--- src/rtl/rf_cmd_pkg.sv ---
// Shared types and constants for the register-file command initiator.
package rf_cmd_pkg;

  localparam int DATA_W = 8;
  localparam int ADDR_W = 3;
  localparam int NREGS  = 8;

  typedef enum logic [1:0] {
    OP_ADD  = 2'd0,
    OP_SUB  = 2'd1,
    OP_ADDI = 2'd2,
    OP_LI   = 2'd3
  } op_e;

  typedef struct packed {
    op_e               op;
    logic [ADDR_W-1:0] rd;
    logic [ADDR_W-1:0] rs1;
    logic [ADDR_W-1:0] rs2;
    logic [DATA_W-1:0] imm;
  } cmd_t;

  typedef struct packed {
    logic [ADDR_W-1:0] rd;
    logic [DATA_W-1:0] result;
  } wb_t;

endpackage

--- src/rtl/rf_cmd_initiator_if.sv ---
// Command, register-file and response signals of the initiator; master is the initiator side.
interface rf_cmd_initiator_if;

  logic                          cmd_val;
  logic                          cmd_rdy;
  logic [1:0]                    cmd_op;
  logic [rf_cmd_pkg::ADDR_W-1:0] cmd_rd;
  logic [rf_cmd_pkg::ADDR_W-1:0] cmd_rs1;
  logic [rf_cmd_pkg::ADDR_W-1:0] cmd_rs2;
  logic [rf_cmd_pkg::DATA_W-1:0] cmd_imm;

  logic [rf_cmd_pkg::ADDR_W-1:0] rf_read_addr0;
  logic [rf_cmd_pkg::DATA_W-1:0] rf_read_data0;
  logic [rf_cmd_pkg::ADDR_W-1:0] rf_read_addr1;
  logic [rf_cmd_pkg::DATA_W-1:0] rf_read_data1;
  logic                          rf_write_en;
  logic [rf_cmd_pkg::ADDR_W-1:0] rf_write_addr;
  logic [rf_cmd_pkg::DATA_W-1:0] rf_write_data;

  logic                          resp_val;
  logic                          resp_rdy;
  logic [rf_cmd_pkg::DATA_W-1:0] resp_data;

  modport master (
    input  cmd_val, cmd_op, cmd_rd, cmd_rs1, cmd_rs2, cmd_imm,
    input  rf_read_data0, rf_read_data1, resp_rdy,
    output cmd_rdy, rf_read_addr0, rf_read_addr1,
    output rf_write_en, rf_write_addr, rf_write_data,
    output resp_val, resp_data
  );

  modport slave (
    output cmd_val, cmd_op, cmd_rd, cmd_rs1, cmd_rs2, cmd_imm,
    output rf_read_data0, rf_read_data1, resp_rdy,
    input  cmd_rdy, rf_read_addr0, rf_read_addr1,
    input  rf_write_en, rf_write_addr, rf_write_data,
    input  resp_val, resp_data
  );

endinterface

--- src/rtl/rf_cmd_alu.sv ---
// Combinational result unit for the X stage; all arithmetic wraps mod 2^DATA_W.
module rf_cmd_alu
  import rf_cmd_pkg::*;
(
  input  op_e               op,
  input  logic [DATA_W-1:0] d0,
  input  logic [DATA_W-1:0] d1,
  input  logic [DATA_W-1:0] imm,
  output logic [DATA_W-1:0] result
);

  always_comb begin
    result = '0;
    case (op)
      OP_ADD:  result = d0 + d1;
      OP_SUB:  result = d0 - d1;
      OP_ADDI: result = d0 + imm;
      OP_LI:   result = imm;
      default: result = '0;
    endcase
  end

endmodule

--- src/rtl/rf_cmd_initiator.sv ---
// Two-stage (X read/execute, W writeback/response) command front end for a 2R/1W register file.
// Define RF_CMD_INIT_EN to zero registers 1..7 in an INIT phase after reset.
module rf_cmd_initiator
  import rf_cmd_pkg::*;
(
  input  logic               clk,
  input  logic               reset,
  rf_cmd_initiator_if.master bus
);

  cmd_t              x_cmd_q, x_cmd_d;
  logic              x_val_q, x_val_d;
  wb_t               w_q, w_d;
  logic              w_val_q, w_val_d;

  logic              run;
  logic              init_wr;
  logic [ADDR_W-1:0] init_addr;
  logic              w_fire, x_adv, cmd_rdy, cmd_fire;
  logic [DATA_W-1:0] alu_res;

`ifdef RF_CMD_INIT_EN
  typedef enum logic {ST_INIT, ST_RUN} init_st_e;
  init_st_e          st_q, st_d;
  logic [ADDR_W-1:0] cnt_q, cnt_d;

  // cnt_q==0 is a quiet post-reset step so no write is driven while reset is held
  always_ff @(posedge clk or negedge reset) begin
    if (!reset) begin
      st_q  <= ST_INIT;
      cnt_q <= '0;
    end else begin
      st_q  <= st_d;
      cnt_q <= cnt_d;
    end
  end

  always_comb begin
    st_d  = st_q;
    cnt_d = cnt_q;
    if (st_q == ST_INIT) begin
      cnt_d = cnt_q + 1'b1;
      if (cnt_q == ADDR_W'(NREGS - 1)) st_d = ST_RUN;
    end
  end

  always_comb begin
    run       = (st_q == ST_RUN);
    init_wr   = (st_q == ST_INIT) && (cnt_q != '0);
    init_addr = cnt_q;
  end
`else
  assign run       = 1'b1;
  assign init_wr   = 1'b0;
  assign init_addr = '0;
`endif

  // X re-samples the RF every cycle it is held, so a stalled dependency resolves via RF forwarding
  assign w_fire   = w_val_q && bus.resp_rdy && run;
  assign x_adv    = x_val_q && (!w_val_q || w_fire);
  assign cmd_rdy  = run && (!x_val_q || x_adv);
  assign cmd_fire = bus.cmd_val && cmd_rdy;

  rf_cmd_alu u_alu (
    .op     (x_cmd_q.op),
    .d0     (bus.rf_read_data0),
    .d1     (bus.rf_read_data1),
    .imm    (x_cmd_q.imm),
    .result (alu_res)
  );

  always_comb begin
    x_val_d = x_val_q;
    x_cmd_d = x_cmd_q;
    w_val_d = w_val_q;
    w_d     = w_q;
    if (x_adv)  x_val_d = 1'b0;
    if (cmd_fire) begin
      x_val_d     = 1'b1;
      x_cmd_d.op  = op_e'(bus.cmd_op);
      x_cmd_d.rd  = bus.cmd_rd;
      x_cmd_d.rs1 = bus.cmd_rs1;
      x_cmd_d.rs2 = bus.cmd_rs2;
      x_cmd_d.imm = bus.cmd_imm;
    end
    if (w_fire) w_val_d = 1'b0;
    if (x_adv) begin
      w_val_d  = 1'b1;
      w_d.rd     = x_cmd_q.rd;
      w_d.result = alu_res;
    end
  end

  always_ff @(posedge clk or negedge reset) begin
    if (!reset) begin
      x_val_q <= 1'b0;
      x_cmd_q <= '0;
      w_val_q <= 1'b0;
      w_q     <= '0;
    end else begin
      x_val_q <= x_val_d;
      x_cmd_q <= x_cmd_d;
      w_val_q <= w_val_d;
      w_q     <= w_d;
    end
  end

  always_comb begin
    bus.cmd_rdy       = cmd_rdy;
    bus.rf_read_addr0 = x_val_q ? x_cmd_q.rs1 : '0;
    bus.rf_read_addr1 = x_val_q ? x_cmd_q.rs2 : '0;
    bus.resp_val      = w_val_q;
    bus.resp_data     = w_q.result;
    bus.rf_write_en   = init_wr || w_fire;
    bus.rf_write_addr = '0;
    bus.rf_write_data = '0;
    if (init_wr) begin
      bus.rf_write_addr = init_addr;
    end else if (w_val_q) begin
      bus.rf_write_addr = w_q.rd;
      bus.rf_write_data = w_q.result;
    end
  end

endmodule

--- src/flat_wrapper.sv ---
// flat-port wrapper written by rule: the top's interface ports become plain ports
module rf_cmd_initiator_flat import rf_cmd_pkg::*;
  (clk, reset, bus_cmd_val, bus_cmd_op, bus_cmd_rd, bus_cmd_rs1, bus_cmd_rs2, bus_cmd_imm, bus_rf_read_data0, bus_rf_read_data1, bus_resp_rdy, bus_cmd_rdy, bus_rf_read_addr0, bus_rf_read_addr1, bus_rf_write_en, bus_rf_write_addr, bus_rf_write_data, bus_resp_val, bus_resp_data);
  rf_cmd_initiator_if bus_i ();
  input  logic clk;
  input  logic reset;
  input wire logic [$bits(bus_i.cmd_val)-1:0] bus_cmd_val;
  input wire logic [$bits(bus_i.cmd_op)-1:0] bus_cmd_op;
  input wire logic [$bits(bus_i.cmd_rd)-1:0] bus_cmd_rd;
  input wire logic [$bits(bus_i.cmd_rs1)-1:0] bus_cmd_rs1;
  input wire logic [$bits(bus_i.cmd_rs2)-1:0] bus_cmd_rs2;
  input wire logic [$bits(bus_i.cmd_imm)-1:0] bus_cmd_imm;
  input wire logic [$bits(bus_i.rf_read_data0)-1:0] bus_rf_read_data0;
  input wire logic [$bits(bus_i.rf_read_data1)-1:0] bus_rf_read_data1;
  input wire logic [$bits(bus_i.resp_rdy)-1:0] bus_resp_rdy;
  output wire logic [$bits(bus_i.cmd_rdy)-1:0] bus_cmd_rdy;
  output wire logic [$bits(bus_i.rf_read_addr0)-1:0] bus_rf_read_addr0;
  output wire logic [$bits(bus_i.rf_read_addr1)-1:0] bus_rf_read_addr1;
  output wire logic [$bits(bus_i.rf_write_en)-1:0] bus_rf_write_en;
  output wire logic [$bits(bus_i.rf_write_addr)-1:0] bus_rf_write_addr;
  output wire logic [$bits(bus_i.rf_write_data)-1:0] bus_rf_write_data;
  output wire logic [$bits(bus_i.resp_val)-1:0] bus_resp_val;
  output wire logic [$bits(bus_i.resp_data)-1:0] bus_resp_data;
  assign bus_i.cmd_val = bus_cmd_val;
  assign bus_i.cmd_op = bus_cmd_op;
  assign bus_i.cmd_rd = bus_cmd_rd;
  assign bus_i.cmd_rs1 = bus_cmd_rs1;
  assign bus_i.cmd_rs2 = bus_cmd_rs2;
  assign bus_i.cmd_imm = bus_cmd_imm;
  assign bus_i.rf_read_data0 = bus_rf_read_data0;
  assign bus_i.rf_read_data1 = bus_rf_read_data1;
  assign bus_i.resp_rdy = bus_resp_rdy;
  assign bus_cmd_rdy = bus_i.cmd_rdy;
  assign bus_rf_read_addr0 = bus_i.rf_read_addr0;
  assign bus_rf_read_addr1 = bus_i.rf_read_addr1;
  assign bus_rf_write_en = bus_i.rf_write_en;
  assign bus_rf_write_addr = bus_i.rf_write_addr;
  assign bus_rf_write_data = bus_i.rf_write_data;
  assign bus_resp_val = bus_i.resp_val;
  assign bus_resp_data = bus_i.resp_data;
  rf_cmd_initiator u_core (.clk(clk), .reset(reset), .bus(bus_i));
endmodule
--- config.mk ---
export PLATFORM = sky130hd
export DESIGN_NAME = rf_cmd_initiator_flat
export DESIGN_NICKNAME = d
export VERILOG_FILES = /design/src/rtl/rf_cmd_pkg.sv /design/src/rtl/rf_cmd_initiator_if.sv /design/src/rtl/rf_cmd_alu.sv /design/src/rtl/rf_cmd_initiator.sv /design/src/flat_wrapper.sv
export SDC_FILE = /design/constraint.sdc
export NUM_CORES = 1
export LEC_CHECK = 0
export BUFFER_PORTS_ARGS = -buffer_cell sky130_fd_sc_hd__buf_2
export CAP_MARGIN = 20
export CELL_PAD_IN_SITES_DETAIL_PLACEMENT = 1
export CELL_PAD_IN_SITES_GLOBAL_PLACEMENT = 1
export CORE_MARGIN = 1.5
export CORE_UTILIZATION = 41
export DETAILED_ROUTE_END_ITERATION = 16
export GPL_TIMING_DRIVEN = 0
export PLACE_DENSITY = 0.87
export SKIP_LAST_GASP = 1
export SLEW_MARGIN = 0
export SYNTH_ARGS = -nofsm -noshare
export SYNTH_HDL_FRONTEND = slang
export SYNTH_SLANG_ARGS = --single-unit
--- constraint.sdc ---
create_clock -name clk -period 7 [get_ports clk]
set_input_delay 1.4 -clock clk [delete_from_list [all_inputs] [get_ports clk]]
set_output_delay 1.4 -clock clk [all_outputs]
set_load 0.1 [all_outputs]
==> impl_results.md <==
* Result of the run: finished clean
* Met1 track demand over resource at 26.1%
* Total length of routed wires at 5480 um
* Maximum fanout encountered on the critical timing path at 3
* Upper clock frequency limit at 284 MHz
* Worst setup skew after layout at 4.26 ps
* Final sum of negative setup slack at 0 ps
* Crit end category: output pin
* Final estimated routing congestion in global placement at 0.781
* Number of violations of the max-capacitance limit at 0
* Cts bufs inserted at 5
* Vias at 1,828
* Cell with the biggest individual delay on the critical path: buf_2
* Post-synthesis average cell area at 9.85 um^2
* Most prevalent standard cell on the critical path: buf_2
* Max-slew headroom at the worst pin at 51.8%
* Number of cells produced by synthesis at 214
* Unrepaired setup endpoints after global routing: no
* Reported leakage power at 1.25 nW
* GR Util All Layers at 21.9%
* Initial antenna violation count at 0
* Most common library cells after synthesis: dfrtp_1, mux2_1, and2_1, a21oi_1, ha_1
* Post-CTS setup repair buffer count at 0
* Chain of cells forming the critical path: buf_2 -> nand3b_1 -> buf_2
* Number of synthesized register bits at 32
* Number of buffers on the longest clock path at 2
* Top post-synthesis cells by area: dfrtp_1, mux2_1, ha_1
* Design Power at 1.03 mW
* GRT busiest layer: met2
* Die outline area at 0.00558 mm^2
* Combinational cell fraction of total power at 62.1%
* Worst setup path startpoint: bus_resp_rdy
* Critical path required time at 5600 ps
* Via count of the first global-routing pass at 1,963
* Share of Yosys cell area claimed by the top area cell type at 38.0%
* Clock network fraction of total power at 13.0%
* Power per Cell Area at 397 mW/mm^2
* Synthesis-to-finish area growth at 23.3%
* Number of hold violations in the final report at 0
* Core outline area at 0.00485 mm^2
* Final number of setup-violating endpoints at 0
* Post-synth EDFFs at 0
* Share of the cycle needed by the critical path after routing at 50.3%
* Detail-routed via count per cell at 5.16
* Worst voltage drop across the vdd grid at 0.000300 V
* Layout cells sized above 1 at 31.4%
* Die Span Y at 74.7 um
* Clock root buffer: clkbuf_8
* Internal cell power at 0.454 mW
* Largest net degree at the start of global routing at 33
* Number of nets with antenna violations after routing at 0
* Violation count after the first detailed-route iteration at 89
* Critical Path Source Type: input pin
* Effective utilization at floorplan at 43.5%
* Number of top-level design ports at 67
* WS Path Type: input pin to output pin
* Routed wirelength normalized by instance count at 15.5 um
* Met3 track demand over resource at 5.09%
* Quantity of gates resized following cts at 0
* Primary flip-flop cell chosen by synthesis mapping: dfrtp_1
* Final worst path period need at 3520 ps
* Hold path startpoint: u_core.w_q[9]
* Wire length of the first global-routing pass at 8930 um
* IO Port Bufs at 66
* Post-synth top area cell: dfrtp_1
* Reg power frac at 25.0%
* Synth async-reset ratio at 100%
* TritonCTS clock tree: built
* Final nets at 340
* Number of warnings issued by yosys at 0
* Endpoint arrival time on the critical path at 2120 ps
* Total net switching power at 0.577 mW
* Cts-stage hold buffer count at 0
* Clock Pin Slew Worst Setup and Hold Paths at 60 ps
* Post-Syn Area at 0.00211 mm^2
* Hold WC Path Type: flop to flop
* Register area share after synthesis at 38.0%
* Met2 capacity usage during global routing at 38.1%
* Count of unresolved DRC violations after routing at 0
* Total nets after synthesis at 267
* Worst-Margin Slew at 723 ps
* Post-synth cell types at 47
* Antenna Cells at 0
* Most common cell in the netlist: dfrtp_1
* Total number of H-tree levels at 2
* Global route overflow at 0
* First-pass detailed-route iteration total at 3
* Number of placement rows at 25
* Switching power as a share of total power at 56.0%
* Chip Width at 74.7 um
* Critical path's largest stage delay at 460 ps
* Clock tree sinks at 32
* Clk Latency, worst-skew pair at 290 ps
* Slew Viols, Final at 0
* Detailed placement HPWL at 4340 um
* R2r startpoint: u_core.x_cmd_q[17]
## flip-flops by register name (all words and copies together), names as in the netlist
| signal | count |
|---|---|
| u_core.bus.resp_val | 1 |
| u_core.bus.resp_data | 8 |
| u_core.w_q | 3 |
| u_core.x_val_q | 1 |
| u_core.x_cmd_q | 19 |
## area by class of cell
cell class                 count  area, um^2
fill                         607        2250
multi-input combinational    154        1150
sequential                    32         801
timing repair buffer          66         330
buffer                        17         118
tap                           67        83.8
clock buffer                   6        72.6
inverter                      11        41.3
clock inverter                 1        5.00
## worst paths after layout
check	to	slack [ps]	depth (start not counted)
max in group asynchronous	u_core.x_cmd_q[13]	5380	1
min in group asynchronous	u_core.x_cmd_q[3]	1170	1
setup / recovery	bus_cmd_rdy	3480	3
hold / removal	u_core.w_q[9]	480	1
hold reg to reg	u_core.w_q[9]	480	1
setup reg to reg	u_core.bus.resp_data[4]	3680	14
## through the flow
step | util [%] | std cells | setup slack (ps) | hold slack, ps | area [um^2]
after CTS | 53.6 | 354 | 3470 | 486 | 2600
after detailed placement | 52.0 | 347 | 3200 | 471 | 2520
final | 53.6 | 354 | 3480 | 479 | 2600
after floorplan | - | 214 | 3360 | 450 | 2110
after global routing | 53.6 | 354 | 3260 | 497 | 2600
after global placement | 52.0 | 347 | 3290 | 462 | 2520
## routing by layer
layer	wire length [um]	up-vias
li1	-	889
met1	2350	884
met2	2810	45
met3	194	10
met4	119	0
met5	0	-
## power groups by stage
stage                     clock, mW  sequential, mW  combinational [mW]
after global placement            0           0.258               0.630
after detailed placement          0           0.261               0.643
final                         0.134           0.258               0.640
after floorplan                   0           0.252               0.542
after CTS                     0.139           0.258               0.646
after global routing          0.149           0.264               0.680
## placed cells by master, fill, tap and decap left out, types with 3 or more instances in the layout
cell and instances:
buf_2 66, dfrtp_1 32, mux2_1 22, and2_1 19, a21oi_1 18, ha_1 13
nand2_1 12, inv_1 10, buf_4 9, o21ai_1 9, nor2_1 7, clkbuf_1 6
o22ai_1 5, clkbuf_8 5, nor3b_1 4, nand3_1 4, nand3b_1 3, nand2b_1 3
xnor2_1 3
## cells by family after synthesis
logic type               after synthesis  synth area share, %
AO/OA/AOI/OAI                         50                 14.7
XOR/XNOR                               4                 1.66
adder cells (fa/ha/maj)               14                 8.66
buffers and inverters                 28                 7.54
flip-flops                            32                 38.0
multiplexers                          24                 12.7
AND/OR/NAND/NOR                       62                 16.8
## worst max-delay path, delay by kind of cell
kind	cells	cell delay (ps)
buffers and inverters	2	560
and+or+nand+nor	1	170
(Power assumes the default switching activity.)
